File: src/rtl/sec_counter_3disp_if.sv
// Bus bundle for sec_counter_3disp: tick/enable/clear controls in, BCD count,
// wrap pulse and multiplexed 7-segment drive out.
interface sec_counter_3disp_if;
  logic        tick;
  logic        en;
  logic        clear;
  logic [11:0] count_bcd;
  logic        wrap;
  logic [2:0]  an;
  logic [6:0]  seg;

  // Driver side: stimulus/controller feeding the counter.
  modport master (
    output tick, en, clear,
    input  count_bcd, wrap, an, seg
  );

  // Counter side.
  modport slave (
    input  tick, en, clear,
    output count_bcd, wrap, an, seg
  );
endinterface

File: src/rtl/sec_counter_3disp.sv
// Seconds counter 000-999 (BCD) with time-multiplexed common-anode 7-segment
// drive for three digits. Optional macro LEADING_ZERO_BLANK_EN blanks leading
// zeros on the hundreds and tens digits.
module sec_counter_3disp #(
  parameter int unsigned SCAN_DIV = 100000,
  parameter int unsigned SCAN_W   = 17
) (
  input  logic              clk,
  input  logic              rst,
  sec_counter_3disp_if.slave bus
);

  localparam int unsigned DIG_W = 4;
  localparam int unsigned SEG_W = 7;
  localparam int unsigned AN_W  = 3;

  typedef enum logic [1:0] {
    DIG_UNITS = 2'd0,
    DIG_TENS  = 2'd1,
    DIG_HUNDS = 2'd2,
    DIG_BAD   = 2'd3
  } digit_e;

  logic [DIG_W-1:0]  units_q, units_d;
  logic [DIG_W-1:0]  tens_q,  tens_d;
  logic [DIG_W-1:0]  hunds_q, hunds_d;
  logic              wrap_q,  wrap_d;
  logic [SCAN_W-1:0] scan_q,  scan_d;
  digit_e            dig_q,   dig_d;
  logic [AN_W-1:0]   an_q,    an_d;
  logic [SEG_W-1:0]  seg_q,   seg_d;
  logic              scan_last_c;

  // BCD digit to active-low gfedcba pattern; non-decimal codes go dark.
  function automatic logic [SEG_W-1:0] seg_decode(input logic [DIG_W-1:0] d);
    case (d)
      4'd0:    seg_decode = 7'b1000000;
      4'd1:    seg_decode = 7'b1111001;
      4'd2:    seg_decode = 7'b0100100;
      4'd3:    seg_decode = 7'b0110000;
      4'd4:    seg_decode = 7'b0011001;
      4'd5:    seg_decode = 7'b0010010;
      4'd6:    seg_decode = 7'b0000010;
      4'd7:    seg_decode = 7'b1111000;
      4'd8:    seg_decode = 7'b0000000;
      4'd9:    seg_decode = 7'b0010000;
      default: seg_decode = 7'b1111111;
    endcase
  endfunction

  // Count next-state: clear wins over an enabled tick; wrap only on 999->000 by increment.
  always_comb begin
    units_d = units_q;
    tens_d  = tens_q;
    hunds_d = hunds_q;
    wrap_d  = 1'b0;
    if (bus.clear) begin
      units_d = '0;
      tens_d  = '0;
      hunds_d = '0;
    end else if (bus.tick && bus.en) begin
      if (units_q >= 4'd9) begin
        units_d = '0;
        if (tens_q >= 4'd9) begin
          tens_d = '0;
          if (hunds_q >= 4'd9) begin
            hunds_d = '0;
            wrap_d  = 1'b1;
          end else begin
            hunds_d = DIG_W'(hunds_q + 4'd1);
          end
        end else begin
          tens_d = DIG_W'(tens_q + 4'd1);
        end
      end else begin
        units_d = DIG_W'(units_q + 4'd1);
      end
    end
  end

  // Free-running scan divider, one digit slot per SCAN_DIV cycles.
  assign scan_last_c = (scan_q == SCAN_W'(SCAN_DIV - 1));

  always_comb begin
    scan_d = scan_last_c ? '0 : SCAN_W'(scan_q + SCAN_W'(1));
  end

  // Digit-select FSM next state plus registered anode/segment values for the current slot.
  always_comb begin
    dig_d = dig_q;
    an_d  = 3'b111;
    seg_d = 7'b1111111;
    if (scan_last_c) begin
      case (dig_q)
        DIG_UNITS: dig_d = DIG_TENS;
        DIG_TENS:  dig_d = DIG_HUNDS;
        default:   dig_d = DIG_UNITS;
      endcase
    end
    case (dig_q)
      DIG_UNITS: begin
        an_d  = 3'b110;
        seg_d = seg_decode(units_q);
      end
      DIG_TENS: begin
        an_d  = 3'b101;
`ifdef LEADING_ZERO_BLANK_EN
        seg_d = (hunds_q == '0 && tens_q == '0) ? 7'b1111111 : seg_decode(tens_q);
`else
        seg_d = seg_decode(tens_q);
`endif
      end
      DIG_HUNDS: begin
        an_d  = 3'b011;
`ifdef LEADING_ZERO_BLANK_EN
        seg_d = (hunds_q == '0) ? 7'b1111111 : seg_decode(hunds_q);
`else
        seg_d = seg_decode(hunds_q);
`endif
      end
      default: begin
        an_d  = 3'b111;
        seg_d = 7'b1111111;
      end
    endcase
  end

  // State and output registers; reset blanks the display.
  always_ff @(posedge clk or posedge rst) begin
    if (rst) begin
      units_q <= '0;
      tens_q  <= '0;
      hunds_q <= '0;
      wrap_q  <= 1'b0;
      scan_q  <= '0;
      dig_q   <= DIG_UNITS;
      an_q    <= 3'b111;
      seg_q   <= 7'b1111111;
    end else begin
      units_q <= units_d;
      tens_q  <= tens_d;
      hunds_q <= hunds_d;
      wrap_q  <= wrap_d;
      scan_q  <= scan_d;
      dig_q   <= dig_d;
      an_q    <= an_d;
      seg_q   <= seg_d;
    end
  end

  assign bus.count_bcd = {hunds_q, tens_q, units_q};
  assign bus.wrap      = wrap_q;
  assign bus.an        = an_q;
  assign bus.seg       = seg_q;

endmodule
File: src/flat_wrapper.sv
// flat-port wrapper written by rule: the top's interface ports become plain ports
module sec_counter_3disp_flat 
#(
  parameter int unsigned SCAN_DIV = 100000,
  parameter int unsigned SCAN_W   = 17
)
  (clk, rst, bus_tick, bus_en, bus_clear, bus_count_bcd, bus_wrap, bus_an, bus_seg);
  sec_counter_3disp_if bus_i ();
  input  logic clk;
  input  logic rst;
  input wire logic [$bits(bus_i.tick)-1:0] bus_tick;
  input wire logic [$bits(bus_i.en)-1:0] bus_en;
  input wire logic [$bits(bus_i.clear)-1:0] bus_clear;
  output wire logic [$bits(bus_i.count_bcd)-1:0] bus_count_bcd;
  output wire logic [$bits(bus_i.wrap)-1:0] bus_wrap;
  output wire logic [$bits(bus_i.an)-1:0] bus_an;
  output wire logic [$bits(bus_i.seg)-1:0] bus_seg;
  assign bus_i.tick = bus_tick;
  assign bus_i.en = bus_en;
  assign bus_i.clear = bus_clear;
  assign bus_count_bcd = bus_i.count_bcd;
  assign bus_wrap = bus_i.wrap;
  assign bus_an = bus_i.an;
  assign bus_seg = bus_i.seg;
  sec_counter_3disp #(.SCAN_DIV(SCAN_DIV), .SCAN_W(SCAN_W)) u_core (.clk(clk), .rst(rst), .bus(bus_i));
endmodule
File: config.mk
export PLATFORM = sky130hd
export DESIGN_NAME = sec_counter_3disp_flat
export DESIGN_NICKNAME = d
export VERILOG_FILES = /design/src/rtl/sec_counter_3disp_if.sv /design/src/rtl/sec_counter_3disp.sv /design/src/flat_wrapper.sv
export SDC_FILE = /design/constraint.sdc
export NUM_CORES = 1
export LEC_CHECK = 0
export ABC_AREA = 1
export CAP_MARGIN = 20
export CORE_ASPECT_RATIO = 1.4
export CORE_MARGIN = 4
export CORE_UTILIZATION = 38
export DETAILED_ROUTE_END_ITERATION = 10
export PLACE_DENSITY_LB_ADDON = 0.2
export REMOVE_ABC_BUFFERS = 1
export SYNTH_ARGS = -nofsm -noshare
export SYNTH_HDL_FRONTEND = slang
export SYNTH_SLANG_ARGS = --single-unit
File: constraint.sdc
create_clock -name clk -period 1.8 [get_ports clk]
set_input_delay 0.45 -clock clk [delete_from_list [all_inputs] [get_ports clk]]
set_output_delay 0.45 -clock clk [all_outputs]
set_load 0.02 [all_outputs]
==> Yosys cells after proc, flatten, opt, wreduce, memory -nomap -nowiden <==
Memory sizes are Yosys's and may differ from the RTL's.
Cells that the tools add are included.
{ "op_classes": {"addsub": 4, "order_cmp": 3, "n_eq_ne": 3, "mux": 21, "reduce_logical": 7} }
{ "op_table": {"columns": ["cell", "count"], "rows": [
  ["$mux W4", 12],
  ["$pmux W7 S3", 1],
  ["$add A17 B1 Y17 const B", 1],
  ["$eq A17 B17 Y1 const B", 1],
  ["$mux W17", 1],
  ["$add A4 B1 Y4 const B", 3],
  ["$ge A4 B4 Y1 const B", 3],
  ["$pmux W3 S3", 1],
  ["$reduce_bool A2 Y1", 3],
  ["$mux W1", 5],
  ["$pmux W2 S2", 1],
  ["$reduce_and A3 Y1", 1],
  ["$eq A2 B1 Y1 const B", 1],
  ["$eq A2 B2 Y1 const B", 1],
  ["$logic_not A2 Y1", 1],
  ["$reduce_and A2 Y1", 1],
  ["$logic_and A1 B1 Y1", 1]
]} }
{ "word_totals": {"ff_bits": 42, "romBits": 336, "inputBits": 5, "out_inout_bits": 23, "elab_cells": 49, "memories": 3} }
{ "memory_table": {"columns": ["name", "words", "width", "read_ports", "rd_clocked_by_memory_dff", "wr", "line", "text"], "rows": [
  ["(no name shown)", 16, 7, 1, 0, 0, "sec_counter_3disp.sv:36", "case (d)"],
  ["(no name shown)", 16, 7, 1, 0, 0, "sec_counter_3disp.sv:36", null],
  ["(no name shown)", 16, 7, 1, 0, 0, "sec_counter_3disp.sv:36", null]
]} }

==> Longest topological paths before layout <==
{ "depth": {"depth_word": 6, "depth_mapped": 9, "depth_no_buf": 9} }

==> Least setup slack after synthesis <==
No wires, ideal clock.
{ "synth_path": {"path_type": "reg-to-reg", "startpoint": "register u_core.tens_q[0]", "endpoint": "register u_core.hunds_q[1]", "setup_ps": 117, "arrival_ps": 1404, "required_time_ps": 1683, "slack_ps": 279, "stages_incl_launch_ff": 9, "n_path_buf": 0, "period_less_slack_ps": 1521, "path_cell_list": "dfrtp_1 -> inv_1 -> ha_1 -> nand3b_1 -> nand2_1 -> nand2_1 -> nand2_2 -> nand2_1 -> nand2_1"} }
{ "synth_between": {"elab_chain_len": 3} }
{ "synth_rtl": {"columns": ["element", "line", "text"], "rows": [
  ["start, declared", "sec_counter_3disp.sv:25", "logic [DIG_W-1:0] tens_q, tens_d;"],
  ["start signal, assigned", "sec_counter_3disp.sv:141", "tens_q <= tens_d;"],
  ["$ge A4 B4 Y1", "sec_counter_3disp.sv:64", "if (tens_q >= 4'd9) begin"],
  ["$reduce_bool A2 Y1 (no source line)", null, null],
  ["$reduce_and A3 Y1 (no source line)", null, null],
  ["end signal, assigned", "sec_counter_3disp.sv:142", "hunds_q <= hunds_d;"],
  ["end, declared", "sec_counter_3disp.sv:26", "logic [DIG_W-1:0] hunds_q, hunds_d;"]
]} }
No other way between the ends.
A chain may end at the register's enable or synchronous reset.

==> Worst setup path in the final report <==
{ "layout_path": {"startpoint": "register u_core.wrap_q, in the netlist u_core.bus.wrap", "endpoint": "output bus_wrap"} }
{ "layout_rtl": {"columns": ["element", "line", "text"], "rows": [
  ["start, declared", "sec_counter_3disp.sv:27", "logic wrap_q, wrap_d;"],
  ["start signal, assigned", "sec_counter_3disp.sv:143", "wrap_q <= wrap_d;"],
  ["end, declared", "flat_wrapper.sv:15", "output wire logic [$bits(bus_i.wrap)-1:0] bus_wrap;"]
]} }
No word-level cell between the ends.

==> results.cfg <==
[timing]
final_layout_setup_total_negative_slack_ns = 0
layout_worst_path_cycle_share_pct = 96.0
max_freq_mhz = 579
final-hold-violation-count = 0
unrepaired_setup_endpoints_after_global_routing = no
fin_worst_skew_ns = 0.00493
setup_viol_count_final = 0
maxSlewViolCount = 0
worst_slew_margin_rel_pct = 81.3
fin_crit_ns = 1.73
worst_slack_ns = 0.0714
max_slew.worst_pin.slew_ns = 0.277

[drt]
wl_per_cell_microns = 12.4
detailedRoute.firstPassIterationCount = 4
detailroute.via_count = 2337
drcViolationCount = 0
vias_per_inst = 4.73
detail_route.iter0.violations = 48
route.final.wire_length_mm = 6.14
ant_nets = 0

[synth]
synth.avg_cell_area_sq_um = 7.61
number_of_flops_mapped_to_enable_cells_by_yosys = 0
yosysWarningCount = 0
seq_area_frac_synth_pct = 39.3
synth.largest_area_cell = sky130_fd_sc_hd__dfrtp_1
async_sr_flop_fraction_pct = 100
synthFlopType = sky130_fd_sc_hd__dfrtp_1
synth_cell_type_count = 32
yosys-top-cells-area = sky130_fd_sc_hd__dfrtp_1 (30%), sky130_fd_sc_hd__nand2_1 (14%), sky130_fd_sc_hd__dfstp_2 (9.7%)
syn-cell-area_sq_um = 2710
synth_most_common_cell = sky130_fd_sc_hd__nand2_1
post_synth_most_frequent_cells = sky130_fd_sc_hd__nand2_1 (101), sky130_fd_sc_hd__nor2_1 (45), sky130_fd_sc_hd__inv_1 (39)
ys_seq_elements = 42
synth_top_area_share_pct = 29.6
syn_inst = 356

[critical_path]
critical_path_peak_fanout = 1
cp-start-kind = flop
crit_family = buffers and inverters
timing.critical_path.arrival_ns = 1.28
worstPathCellList = clkdlybuf4s50_1
cp.buffers_inverters = 1
required_ns = 1.35
timing.critical_path.to_type = output port
worst_path_largest_cell_delay_ns = 0.61
crit_path_top_delay_cell = sky130_fd_sc_hd__clkdlybuf4s50_1
critical_path_type = flop to output port

[cts]
cts_root_buffer = sky130_fd_sc_hd__clkbuf_8
post_cts_hold_buffer_count = 0
clock_transition_at_the_registers_of_the_reported_paths_ns = 0.09
cts_made_buffers = 5
clk_path_buf_depth = 2
worstSkewPairLatency_ns = 0.30
h_tree_level_count = 2
clock_sinks = 42
clock_tree_from_tritoncts = done

[floorplan]
ios = 28
floorplan.core_area_sq_um = 6940
fp-row-count = 36
die_x_microns = 79.4
fp.dieArea_sq_um = 8560
floorplan.initialDensity_pct = 39.1
dieHeight_microns = 108

[place]
worst_slack_at_placement_ns = 0.0877
portBuffers = 27
gp_routability_congestion = 0.850
hpwlAfterDp_mm = 4.69

[pwr]
power_switching_w = 0.000969
power_per_cell_area_nw_per_um2 = 840
internal-power_w = 0.00177
power.leakage_nw = 1.66
worst_ir_drop_vdd_mv = 0.437
clock_power_share_pct = 27.6
share_seq_of_total_power_pct = 38.9
power_switching_share_pct = 35.3
p_comb_share_pct = 33.5

[layout]
nFillCells = 749
post_route_cells_drive_above_1_share_pct = 13.8
syn2layout_area_growth_pct = 20.6
finalNetCount = 423
antennaDiodeCount = 0

[outcome]
outcome = complete, no violations

[flow_run]
drv_cap = 0

[min_path]
hold_class = flop to flop

[grt]
first_global_vias = 2345
globalRouteTotalUtil_pct = 15.6
first_pass_grt_wire_length_mm = 10.5
globalRouteOverflowTotal = 0
grt_start_max_net_pins = 43
number_of_antenna_violations_at_the_first_check_in_global_routing = 0
metal layers:
layer | part of all wire [%] | GRT usage [%] | up-vias
met1 | 41 | 17.3 | 1080
met2 | 53 | 28.5 | 41
met3 | 2.7 | 3.10 | 15
li1 | - | - | 1201
met5 | 0 | 0 | -
met4 | 3.1 | 6.51 | 0
power groups by stage:
stage / Combinational, W / Sequential [W] / Clock (W)
final: 0.000918 / 0.00107 / 0.000758
after global routing: 0.00103 / 0.00108 / 0.000825
after CTS: 0.000927 / 0.00107 / 0.000787
after detailed placement: 0.000945 / 0.00109 / 0
after global placement: 0.000935 / 0.00109 / 0
after floorplan: 0.000469 / 0.00120 / 0
kinds of logic (layout without fill, tap and decap cells):
logic type	Yosys count	count (layout)	share of synthesized area, %
xor+xnor	10	10	3.23
flops	42	42	39.3
simple gates	206	206	34.3
compound gates	32	32	7.07
fa+ha+maj	20	20	9.24
buf+inv	46	89	6.93
state kept, by name, summed over array words and instances (netlist names):
signal / cells
u_core.units_q: 4
u_core.bus.seg: 7
u_core.tens_q: 4
u_core.hunds_q: 4
u_core.bus.an: 3
u_core.scan_q: 17
u_core.bus.wrap: 1
u_core.dig_q: 2
timing repair:
action,in CTS,in global routing
endpoints found under the setup margin,15,1
cloned,0,0
setup buffers,0,0
resized for setup,15,1
path summary, 6_finish.rpt:
kind	from	endpoint	slack (ns)	depth (start not counted)
max	u_core.bus.wrap	bus_wrap	0.07	1
min	u_core.scan_q[0]	u_core.scan_q[0]	0.46	1
max reg2reg	u_core.hunds_q[0]	u_core.hunds_q[3]	0.26	8
min reg2reg	u_core.scan_q[0]	u_core.scan_q[0]	0.46	1
max in group asynchronous	rst	u_core.bus.seg[6]	1.02	3
min in group asynchronous	rst	u_core.scan_q[4]	0.50	3
through the flow:
stage / instances / total power, W / instance area (sq um) / hold slack, ns / util [%]
after floorplan: 352 / 0.00167 / 2680 / 0.432 / -
after global placement: 486 / 0.00202 / 3170 / 0.448 / 45.7
after detailed placement: 486 / 0.00203 / 3170 / 0.449 / 45.7
after CTS: 494 / 0.00278 / 3260 / 0.461 / 47.0
after global routing: 494 / 0.00294 / 3270 / 0.499 / 47.1
final: 494 / 0.00274 / 3270 / 0.459 / 47.1
final cells by class:
class / instances / area [sq um] / share of cell area, %
Multi-Input combinational cell: 268 / 1460 / 44.6
Clock buffer: 5 / 68.8 / 2.11
Timing Repair Buffer: 39 / 357 / 10.9
Inverter: 42 / 160 / 4.90
Clock inverter: 3 / 40.0 / 1.23
Tap cell: 95 / 119 / 3.64
Sequential cell: 42 / 1060 / 32.6
cell usage in the layout, fill, tap and decap left out, types with 2 or more instances in the layout:
cell type,netlist,final
sky130_fd_sc_hd__o21ai_0,14,14
sky130_fd_sc_hd__nand2_2,5,5
sky130_fd_sc_hd__clkbuf_8,0,5
sky130_fd_sc_hd__ha_1,20,20
sky130_fd_sc_hd__nor2_1,45,45
sky130_fd_sc_hd__o21ai_1,2,2
sky130_fd_sc_hd__a21oi_2,3,3
sky130_fd_sc_hd__nor2_2,2,2
sky130_fd_sc_hd__inv_2,2,2
sky130_fd_sc_hd__clkdlybuf4s50_1,0,11
sky130_fd_sc_hd__inv_1,39,39
sky130_fd_sc_hd__dfrtp_1,32,32
sky130_fd_sc_hd__dlygate4sd2_1,0,15
sky130_fd_sc_hd__nand3_1,32,32
sky130_fd_sc_hd__nand2_1,101,101
sky130_fd_sc_hd__clkinv_2,0,2
sky130_fd_sc_hd__xor2_1,9,9
sky130_fd_sc_hd__buf_4,3,11
sky130_fd_sc_hd__nand3_4,2,2
sky130_fd_sc_hd__a21oi_1,8,8
sky130_fd_sc_hd__dfstp_2,10,10
sky130_fd_sc_hd__o21bai_2,2,2
sky130_fd_sc_hd__nand4_1,8,8
sky130_fd_sc_hd__or2_2,2,2
sky130_fd_sc_hd__nand3b_1,3,3
sky130_fd_sc_hd__nor2_4,2,2
Power figures use the tool's default switching activity.
